`src/rtl/sys_defs.sv`:
```
// Shared definitions for the fetch-side branch target predictor: data width,
// BTB entry layout and 2-bit counter encodings.
`ifndef XLEN
`define XLEN 32
`endif

package sys_defs;

    localparam int XLEN = `XLEN;

    // Widest tag any legal depth can need (NUM_ENTRIES=2); narrower tags are
    // zero-extended into this field so one struct serves every depth.
    localparam int TAG_MAX = XLEN - 3;

    typedef logic [1:0] ctr_t;

    localparam ctr_t CTR_SNT = 2'b00;
    localparam ctr_t CTR_WNT = 2'b01;
    localparam ctr_t CTR_WT  = 2'b10;
    localparam ctr_t CTR_ST  = 2'b11;

    typedef struct packed {
        logic               valid;
        logic [TAG_MAX-1:0] tag;
        logic [XLEN-1:0]    target;
        logic               is_jump;
        ctr_t               ctr;
    } btb_entry_t;

    // Direction an entry would predict, ignoring whether it actually hits.
    function automatic logic entry_predicts_taken(input btb_entry_t e);
        return e.is_jump || e.ctr[1];
    endfunction

endpackage

```
`src/rtl/sat_counter2.sv`:
```
// Next-state function of a 2-bit saturating taken/not-taken counter.
module sat_counter2
    import sys_defs::*;
(
    input  ctr_t ctr_i,
    input  logic taken_i,
    output ctr_t ctr_o
);

    always_comb begin
        // NOTE: ctr_o gets a value before the case so no path can infer a latch.
        ctr_o = ctr_i;
        unique case (ctr_i)
            CTR_SNT: ctr_o = taken_i ? CTR_WNT : CTR_SNT;
            CTR_WNT: ctr_o = taken_i ? CTR_WT  : CTR_SNT;
            CTR_WT:  ctr_o = taken_i ? CTR_ST  : CTR_WNT;
            CTR_ST:  ctr_o = taken_i ? CTR_ST  : CTR_WT;
            default: ctr_o = ctr_i;
        endcase
    end

endmodule

```
`src/rtl/branch_target_predictor.sv`:
```
// Direct-mapped BTB: combinational direction/target lookup for the fetch PC,
// registered training from resolved branches and jumps.
module branch_target_predictor
    import sys_defs::*;
#(
    parameter int NUM_ENTRIES = 16
) (
    input  logic              clock,
    input  logic              reset_n,
    input  logic [`XLEN-1:0]  if_pc,
    output logic              pred_taken,
    output logic [`XLEN-1:0]  pred_target,
    output logic              pred_hit,
    input  logic              upd_valid,
    input  logic [`XLEN-1:0]  upd_pc,
    input  logic              upd_taken,
    input  logic [`XLEN-1:0]  upd_target,
    input  logic              upd_is_jump,
    output logic              upd_mispredict
);

    localparam int IDX_BITS = $clog2(NUM_ENTRIES);

    typedef logic [IDX_BITS-1:0] idx_t;
    typedef logic [TAG_MAX-1:0]  tag_t;

    function automatic idx_t idx_of(input logic [XLEN-1:0] pc);
        return idx_t'(pc >> 2);
    endfunction

    function automatic tag_t tag_of(input logic [XLEN-1:0] pc);
        return tag_t'(pc >> (IDX_BITS + 2));
    endfunction

    logic [NUM_ENTRIES-1:0] valid_q;
    tag_t                   tag_q    [NUM_ENTRIES];
    logic [XLEN-1:0]        target_q [NUM_ENTRIES];
    logic                   jump_q   [NUM_ENTRIES];
    ctr_t                   ctr_q    [NUM_ENTRIES];
    logic                   mis_q;
    logic                   mis_d;

    function automatic btb_entry_t read_entry(input idx_t idx);
        btb_entry_t e;
        e.valid   = valid_q[idx];
        e.tag     = tag_q[idx];
        e.target  = target_q[idx];
        e.is_jump = jump_q[idx];
        e.ctr     = ctr_q[idx];
        return e;
    endfunction

    // Fetch lookup sees only registered contents, so a same-cycle update is
    // not bypassed.
    idx_t       lk_idx;
    btb_entry_t lk_entry;

    always_comb begin
        lk_idx      = idx_of(if_pc);
        lk_entry    = read_entry(lk_idx);
        pred_hit    = lk_entry.valid && (lk_entry.tag == tag_of(if_pc));
        pred_taken  = pred_hit && entry_predicts_taken(lk_entry);
        pred_target = pred_taken ? lk_entry.target : if_pc + XLEN'(4);
    end

    idx_t            up_idx;
    btb_entry_t      up_entry;
    logic            up_hit;
    ctr_t            ctr_next;
    logic            stored_taken;
    logic [XLEN-1:0] stored_target;
    logic            wr_en;
    btb_entry_t      wr_entry;

    sat_counter2 u_ctr (
        .ctr_i   (up_entry.ctr),
        .taken_i (upd_taken),
        .ctr_o   (ctr_next)
    );

    always_comb begin
        up_idx        = idx_of(upd_pc);
        up_entry      = read_entry(up_idx);
        up_hit        = up_entry.valid && (up_entry.tag == tag_of(upd_pc));
        stored_taken  = up_hit && entry_predicts_taken(up_entry);
        stored_target = stored_taken ? up_entry.target : upd_pc + XLEN'(4);
        mis_d         = upd_valid &&
                        ((stored_taken != upd_taken) ||
                         (upd_taken && (stored_target != upd_target)));

        wr_en    = 1'b0;
        wr_entry = up_entry;
        if (upd_valid && up_hit) begin
            wr_en            = 1'b1;
            wr_entry.ctr     = ctr_next;
            wr_entry.is_jump = upd_is_jump;
            if (upd_taken) begin
                wr_entry.target = upd_target;
            end
        end else if (upd_valid && upd_taken) begin
            // Allocation evicts whatever occupies this index.
            wr_en            = 1'b1;
            wr_entry.valid   = 1'b1;
            wr_entry.tag     = tag_of(upd_pc);
            wr_entry.target  = upd_target;
            wr_entry.is_jump = upd_is_jump;
            wr_entry.ctr     = upd_is_jump ? CTR_ST : CTR_WT;
        end
    end

    // NOTE: sequential state uses non-blocking assignments so every flop
    // samples values from before the edge.
    always_ff @(posedge clock or negedge reset_n) begin
        if (!reset_n) begin
            valid_q <= '0;
            mis_q   <= 1'b0;
        end else begin
            if (wr_en) begin
                valid_q[up_idx] <= wr_entry.valid;
            end
            mis_q <= mis_d;
        end
    end

    // NOTE: the payload arrays are deliberately not reset; a cleared valid bit
    // makes their contents unobservable, and dropping reset keeps them plain flops.
    always_ff @(posedge clock) begin
        if (wr_en) begin
            tag_q[up_idx]    <= wr_entry.tag;
            target_q[up_idx] <= wr_entry.target;
            jump_q[up_idx]   <= wr_entry.is_jump;
            ctr_q[up_idx]    <= wr_entry.ctr;
        end
    end

    assign upd_mispredict = mis_q;

endmodule

```
`config.mk`:
```
export PLATFORM = sky130hd
export DESIGN_NAME = branch_target_predictor
export DESIGN_NICKNAME = d
export VERILOG_FILES = /design/src/rtl/sys_defs.sv /design/src/rtl/sat_counter2.sv /design/src/rtl/branch_target_predictor.sv
export SDC_FILE = /design/constraint.sdc
export NUM_CORES = 2
export LEC_CHECK = 0
export ABC_AREA = 1
export CAP_MARGIN = 20
export CORE_MARGIN = 5
export CORE_UTILIZATION = 35
export CTS_CLUSTER_DIAMETER = 100
export DETAILED_ROUTE_END_ITERATION = 10
export PLACE_DENSITY_LB_ADDON = 0.08
export SLEW_MARGIN = 20
export SYNTH_ARGS = -nofsm -noshare
export SYNTH_HDL_FRONTEND = slang
export SYNTH_HIERARCHICAL = 1
export SYNTH_SLANG_ARGS = --single-unit
```
`constraint.sdc`:
```
create_clock -name clock -period 10.5 [get_ports clock]
set_clock_uncertainty 0.15 [all_clocks]
set_input_delay 3.15 -clock clock [delete_from_list [all_inputs] [get_ports clock]]
set_output_delay 3.15 -clock clock [all_outputs]
set_load 0.1 [all_outputs]
```
# After elaboration in Yosys (flattened, before gate mapping)

Memory sizes are Yosys's and may differ from the RTL's.
Cells that the tools add are included.

Register bits after elaboration: 17
Latch bits: 0
RAM bits: 1024
Bits in read-only memories: 0
Output and inout port bits: 35
Memories: 4

Memory list:

| memory   | depth | bits a word | read ports | clocked after Yosys merged registers in | wr ports | line                          | RTL |
|---|---|---|---|---|---|---|---|
| target_q | 16    | 32          | 2          | 0                                       | 1        | branch_target_predictor.sv:37 | `logic [XLEN-1:0] target_q [NUM_ENTRIES];` |
| tag_q    | 16    | 29          | 2          | 0                                       | 1        | branch_target_predictor.sv:36 | `tag_t tag_q [NUM_ENTRIES];` |
| ctr_q    | 16    | 2           | 2          | 0                                       | 1        | branch_target_predictor.sv:39 | `ctr_t ctr_q [NUM_ENTRIES];` |
| jump_q   | 16    | 1           | 2          | 0                                       | 1        | branch_target_predictor.sv:38 | `logic jump_q [NUM_ENTRIES];` |

$add $sub $neg: 2
Multiply operators: 0
Div/mod/pow operators: 0
Order comparisons: 3
Equal/unequal tests: 7
Shift-type cells: 0
Multiplexer cells: 23
Bitwise gates (word level): 0
Reductions and logical operators: 13

Operators by type and width:

| cell                                                                         | count |
|---|---|
| 32-bit 2-to-1 mux                                                            | 3 |
| 65-bit 2-to-1 mux                                                            | 1 |
| 32-bit by 3-bit adder with 32-bit output, second input constant              | 2 |
| 29-bit by 26-bit equality test with 1-bit output                             | 2 |
| 35-bit 2-to-1 mux                                                            | 1 |
| 32-bit != test                                                               | 1 |
| 30-bit 2-to-1 mux                                                            | 1 |
| 16-bit bitwise mux                                                           | 1 |
| 4-bit by 5-bit less-than comparator with 1-bit output, second input constant | 2 |
| 1-bit 2-to-1 mux                                                             | 10 |
| 1-bit logical AND                                                            | 9 |
| 1-bit binary-select mux with 4-bit select                                    | 2 |
| 2-bit one-hot mux with 4 select lines                                        | 1 |
| 1-bit demux with 4-bit select                                                | 1 |
| 2-bit equality test, second input constant                                   | 2 |
| 4-bit by 1-bit >= comparator with 1-bit output, second input constant        | 1 |
| 2-bit 2-to-1 mux                                                             | 2 |
| 1-bit logical OR                                                             | 3 |
| 2-bit by 1-bit equality test with 1-bit output, second input constant        | 1 |
| 2-bit logical NOT                                                            | 1 |
| 1-bit != test                                                                | 1 |

# Logic depth before layout (Yosys ltp)

Depth in word-level cells: 9
Depth in mapped cells: 30
Depth with buffers taken out: 25

# Modules after synthesis

The synthesis kept the hierarchy.

By module, submodules not included:

| module                  | instances | cells each | area each (sq um) | sequential area each (sq um) |
|---|---|---|---|---|
| branch_target_predictor | 1         | 6327       | 55172.9           | 31174.9 |
| sat_counter2            | 1         | 5          | 21.3              | 0.0 |

# Worst setup path before layout

No wires, ideal clock.

Path kind: input-to-output
Start point: input if_pc[2]
End point: output pred_target[10]
Data arrival time: 7.973 ns
Required time: 7.200 ns
Slack: -0.773 ns
Cell stages on the path: 17
Path buffers: 6
Cell sequence: buf_2 inv_2 buf_2 buf_2 buf_2 nand3_1 o311ai_0 nand3_1 a31oi_1 nand4_1 nor3_1 nand3_1 nor2_1 nand2_1 buf_2 buf_1 o21ai_1

Cells in the longest elaborated chain, start to end: 5

Ends and longest elaborated chain:

| what                                                                                 | line                                                         | RTL |
|---|---|---|
| start, declared                                                                      | branch_target_predictor.sv:10                                | `` input logic [`XLEN-1:0] if_pc, `` |
| memory read 16 x 29 bit or 1-bit binary-select mux with 4-bit select (tied branches) | --                                                           |  |
| 29-bit by 26-bit equality test with 1-bit output or 1-bit 2-to-1 mux (tied branches) | branch_target_predictor.sv:61, branch_target_predictor.sv:45 |  |
| 1-bit logical AND (*)                                                                | branch_target_predictor.sv:61                                | `pred_hit = lk_entry.valid && (lk_entry.tag == tag_of(if_pc));` |
| net pred_hit                                                                         | branch_target_predictor.sv:13                                | `output logic pred_hit,` |
| 1-bit logical AND (*)                                                                | branch_target_predictor.sv:62                                | `pred_taken = pred_hit && entry_predicts_taken(lk_entry);` |
| 32-bit 2-to-1 mux (*)                                                                | branch_target_predictor.sv:63                                | `pred_target = pred_taken ? lk_entry.target : if_pc + XLEN'(4);` |
| end, declared                                                                        | branch_target_predictor.sv:12                                | `` output logic [`XLEN-1:0] pred_target, `` |

The timed path passes the listed nets; every way through them passes the cells marked *. The select of a mux whose other input is x is not followed.

# Worst setup path in the final report

Start point: input if_pc[5]
End point: output pred_target[13]

Cells in the longest elaborated chain, start to end: 5

Ends and longest elaborated chain:

| what                                                                                 | line |
|---|---|
| memory read 16 x 29 bit or 1-bit binary-select mux with 4-bit select (tied branches) | -- |
| 29-bit by 26-bit equality test with 1-bit output or 1-bit 2-to-1 mux (tied branches) | branch_target_predictor.sv:61, branch_target_predictor.sv:45 |
| 1-bit logical AND                                                                    | branch_target_predictor.sv:61 |
| 1-bit logical AND                                                                    | branch_target_predictor.sv:62 |
| 32-bit 2-to-1 mux (*)                                                                | branch_target_predictor.sv:63 |

Every way passes the cells marked *; elsewhere a longest branch is shown, timed or not. The select of a mux whose other input is x is not followed.

==> summary by stage <==
Floorplanning
The die covers 166000 um2. The core region is 157000 um2. The horizontal die dimension is 407 um. Pin placement for this block handled 136 I/O pins. The effective utilization at floorplan is 35.3%. The die is around 410 um tall. In this run the core area contains about 150 standard-cell rows.

Yosys
Counting distinct cell types in the post-synthesis netlist gives 48. The synthesized design devotes to its leading area cell type between 50% and 60% of total area. Sequential cells were found to cover 56.5% of the synthesized design area.

The post-synthesis instance area is about 55000 um2. For this run, the number of Yosys warnings is 6. After synthesis the netlist holds a flip-flop and latch count of 1041. The post-synthesis async set-or-reset flop share is 1.63%. The net count of the mapped netlist is about 6400.

In this run, synthesis inferred 1024 flip-flops with an integrated enable. The cell count after synthesis came out at 6332. sky130_fd_sc_hd__edfxtp_1 takes more of the synthesized area than any other cell. By area the synthesized netlist is led by sky130_fd_sc_hd__edfxtp_1, sky130_fd_sc_hd__o21ai_0, sky130_fd_sc_hd__nand2_1. A synthesized cell averages 8.72 um2.

The most frequently used flop master after synthesis is sky130_fd_sc_hd__edfxtp_1.

Flow run
The number of max-cap violations is 0.

STA
Setup repair after global routing left no endpoint under its margin. Derived from the worst setup path, the maximum achievable clock frequency is between 0.09 and 0.1 GHz. The count of endpoints failing hold in the final timing report was 0. The number of setup violations in the final report is 0. Setup total negative slack on the finished layout was measured at 0 ns. The portion of the clock cycle consumed by the worst path in the final layout is between 90% and 100%. The slew at the pin closest to its max-slew limit is 1.20 ns. The smallest clock period supported by the final layout is computed as 10.18 ns. The final number of max-transition violations is 0. The worst pin sits at a relative slew slack of 19.7%.

Setup path
The endpoint of the worst setup timing path is pred_target[13]. Data arrives at the worst endpoint at 6.88 ns. The setup check on the worst reg-to-reg path leaves a slack of 5.53 ns. STA classifies the critical path startpoint as an input port. The worst register-to-register path has a depth of 19.

The destination of the worst register-to-register timing path is tag_q[3][8]$_DFFE_PP_. The most critical setup path has its startpoint at if_pc[5]. For the worst setup path, the data required time is ~7.2 ns. The capturing element type of the critical path is an output pin. The worst flop-to-flop path startpoint is tag_q[12][12]$_DFFE_PP_. Of all nets on the critical path, the largest fanout is 13. The kind of critical path is in -> out.

Placed design
The number of port buffers is 133. At the end of routability-driven placement, the weighted congestion stood at 0.906. The placed wire-length estimate after detailed placement is 135 mm.

Global routing
The number of global-route vias before repair is about 44000. After global routing the overflow that remains totals 0. The number of antenna violations at the first check in global routing came to 7.

The first-pass GRT wire length is 315 mm. The maximum number of pins on one net before global-route repair is 181. The global-route total usage across every layer is about a quarter.

CTS
CTS saw 1041 sinks. The clock transition at the registers of the reported paths is 0.06 ns. The number of post-CTS setup repair buffers is 0. The clock insertion delay at the later pin of the skew report is 0.76 ns. Counting along the longest clock path gives a buffer depth of 3. The clock tree from TritonCTS is yes. The hold buffer count at cts is 0.

CTS placed an instance of sky130_fd_sc_hd__clkbuf_16 at the clock tree root. The post-cts sizing count is 0. The H-tree generated during clock tree synthesis spans 3 levels. Clock tree synthesis inserted a total of 118 buffers.

Detailed routing
The average wire length per cell after detail routing is 26.3 um. For this block, the initial DRC count from the detailed router was 4904. The total routed wirelength is ~220 mm. The first-pass iteration count of the detailed router is 6. The number of vias per cell after detailed routing is 5.57.

The detail route stage leaves a number of antenna-violating nets equal to 0. Summing over every cut layer, the via total after detailed routing is 47400. The count of unresolved DRC violations after routing is 0.

Layout
The multi-input combinational cell area is 20000 um2. The layout has 15400 filler cells. The proportion of layout cells with a drive suffix above 1 is 7.33%. The register cell area after layout is around 31000 um2. Relative to the synthesized area, the layout overhead comes to 15.2%. Leaving out fill and tap cells, the most frequent cells in the layout are sky130_fd_sc_hd__nand2_1, sky130_fd_sc_hd__o21ai_0, sky130_fd_sc_hd__edfxtp_1. The final layout contains 6461 nets. The most common library cell in the layout ignoring fill and taps is sky130_fd_sc_hd__nand2_1. The share of the core filled with cells in the final layout is 40.6%.

Run status
The run finished with clean final reports.

Power and ir drop
The maximum VDD drop is 0.000135 V. In this run the static leakage power is approximately 24 nW. The power density of the placed cells is 160 nW/um2.

Hold path
The min-delay analysis places its worst path in the category reg -> reg. The start point of the worst min-delay path is valid_q[8]$_DFFE_PN0P_.
## routing by layer
layer / track usage [%] / wire length [um]
met5: 0 / 13
met4: 7.69 / 6500
met3: 4.09 / 17800
met2: 40.4 / 99300
met1: 37.1 / 99800
## logic make-up (layout without fill, tap and decap cells)
kind of cell,Yosys count,count (layout),share of synthesized area [%]
xor gates and xnor gates,69,69,1.09
adders and majority gates,5,5,0.113
other,0,1,0
DFF,1041,1041,56.5
and+or+nand+nor,2364,2364,17.5
AOI/OAI and AO/OA,1801,1801,17.1
buffers and inverters,1052,1169,7.71
## worst min path at each step
| stage | end | slack (ns) | cells after the start |
|---|---|---|---|
| global placement | valid_q[8]$_DFFE_PN0P_ | 0.31 | 2 |
| CTS | valid_q[8]$_DFFE_PN0P_ | 0.33 | 2 |
| floorplan | valid_q[10]$_DFFE_PN0P_ | 0.29 | 2 |
| finish | valid_q[8]$_DFFE_PN0P_ | 0.32 | 2 |
| global route | valid_q[8]$_DFFE_PN0P_ | 0.35 | 2 |
| detailed placement | valid_q[8]$_DFFE_PN0P_ | 0.31 | 2 |
## where the power goes
group	internal, mW	switching [mW]
logic	0.351	1.02
registers	4.69	0.00994
clock network	2.38	1.72
total	7.43	2.76
## flip-flops by register name (all words and copies together) (netlist names)
name            cells
jump_q             16
tag_q             464
upd_mispredict      1
target_q          512
ctr_q              32
valid_q            16
## final cells by class
class / instances / share of cell area [%]
Antenna cell: 1 / 0.00393
Clock buffer: 158 / 5.03
Clock inverter: 56 / 0.872
Inverter: 619 / 3.70
Multi-Input combinational cell: 4239 / 31.4
Sequential cell: 1041 / 49.0
Tap cell: 2058 / 4.05
Timing Repair Buffer: 336 / 5.88
## stage by stage
step	worst slack, ns	instances	hold slack (ns)	power, mW	cell area [um2]
5_1_grt	0.100	8507	0.352	10.5	63600
4_1_cts	0.356	8506	0.326	10.2	63600
2_1_floorplan	0.146	6332	0.289	5.52	55200
3_5_place_dp	0.367	8292	0.312	6.14	59800
6_report	0.321	8508	0.320	10.2	63600
3_3_place_gp	0.359	8292	0.308	6.14	59800
## cells in the mapped netlist, types with 2 or more instances
library cell               count
sky130_fd_sc_hd__buf_1        39
sky130_fd_sc_hd__nand3b_1      2
sky130_fd_sc_hd__o211ai_1     95
sky130_fd_sc_hd__nand2_1    1331
sky130_fd_sc_hd__a31o_2        2
sky130_fd_sc_hd__o31ai_1       2
sky130_fd_sc_hd__nor2_4        2
sky130_fd_sc_hd__o21ai_1      29
sky130_fd_sc_hd__buf_2       127
sky130_fd_sc_hd__o21ai_0    1153
sky130_fd_sc_hd__nand3_1     323
sky130_fd_sc_hd__xor2_1       64
sky130_fd_sc_hd__ha_1          5
sky130_fd_sc_hd__a221oi_1      5
sky130_fd_sc_hd__nor3_1       32
sky130_fd_sc_hd__nand4_1      87
sky130_fd_sc_hd__xnor2_1       5
sky130_fd_sc_hd__inv_2         7
sky130_fd_sc_hd__nand2_2       4
sky130_fd_sc_hd__buf_6        11
sky130_fd_sc_hd__a32o_1       11
sky130_fd_sc_hd__nor3b_1       4
sky130_fd_sc_hd__nor2_1      558
sky130_fd_sc_hd__nor2_2        5
sky130_fd_sc_hd__inv_1       608
sky130_fd_sc_hd__a31oi_1       4
sky130_fd_sc_hd__clkbuf_1    238
sky130_fd_sc_hd__a21oi_1     470
sky130_fd_sc_hd__buf_4        18
sky130_fd_sc_hd__o311ai_0     20
sky130_fd_sc_hd__clkinv_1      4
sky130_fd_sc_hd__edfxtp_1   1024
sky130_fd_sc_hd__nor4_1        5
sky130_fd_sc_hd__and3_1        4
sky130_fd_sc_hd__dfrtp_1      17
sky130_fd_sc_hd__o22ai_1       5
## worst max-delay path: stages
cell and delay [ns]:
sky130_fd_sc_hd__clkdlybuf4s50_1 0.60, sky130_fd_sc_hd__inv_4 0.37, sky130_fd_sc_hd__nor2_4 0.07, sky130_fd_sc_hd__buf_4 0.25, sky130_fd_sc_hd__inv_1 0.22, sky130_fd_sc_hd__a21oi_1 0.06
sky130_fd_sc_hd__nor3b_1 0.36, sky130_fd_sc_hd__buf_4 0.21, sky130_fd_sc_hd__xnor2_1 0.06, sky130_fd_sc_hd__inv_1 0.08, sky130_fd_sc_hd__nand3_1 0.08, sky130_fd_sc_hd__nor3_1 0.20
sky130_fd_sc_hd__nand3_1 0.11, sky130_fd_sc_hd__nor2_2 0.14, sky130_fd_sc_hd__nand2_2 0.09, sky130_fd_sc_hd__inv_1 0.12, sky130_fd_sc_hd__buf_4 0.23, sky130_fd_sc_hd__o21ai_0 0.14
sky130_fd_sc_hd__inv_1 0.13, sky130_fd_sc_hd__buf_12 0.18
(Power assumes the default switching activity.)
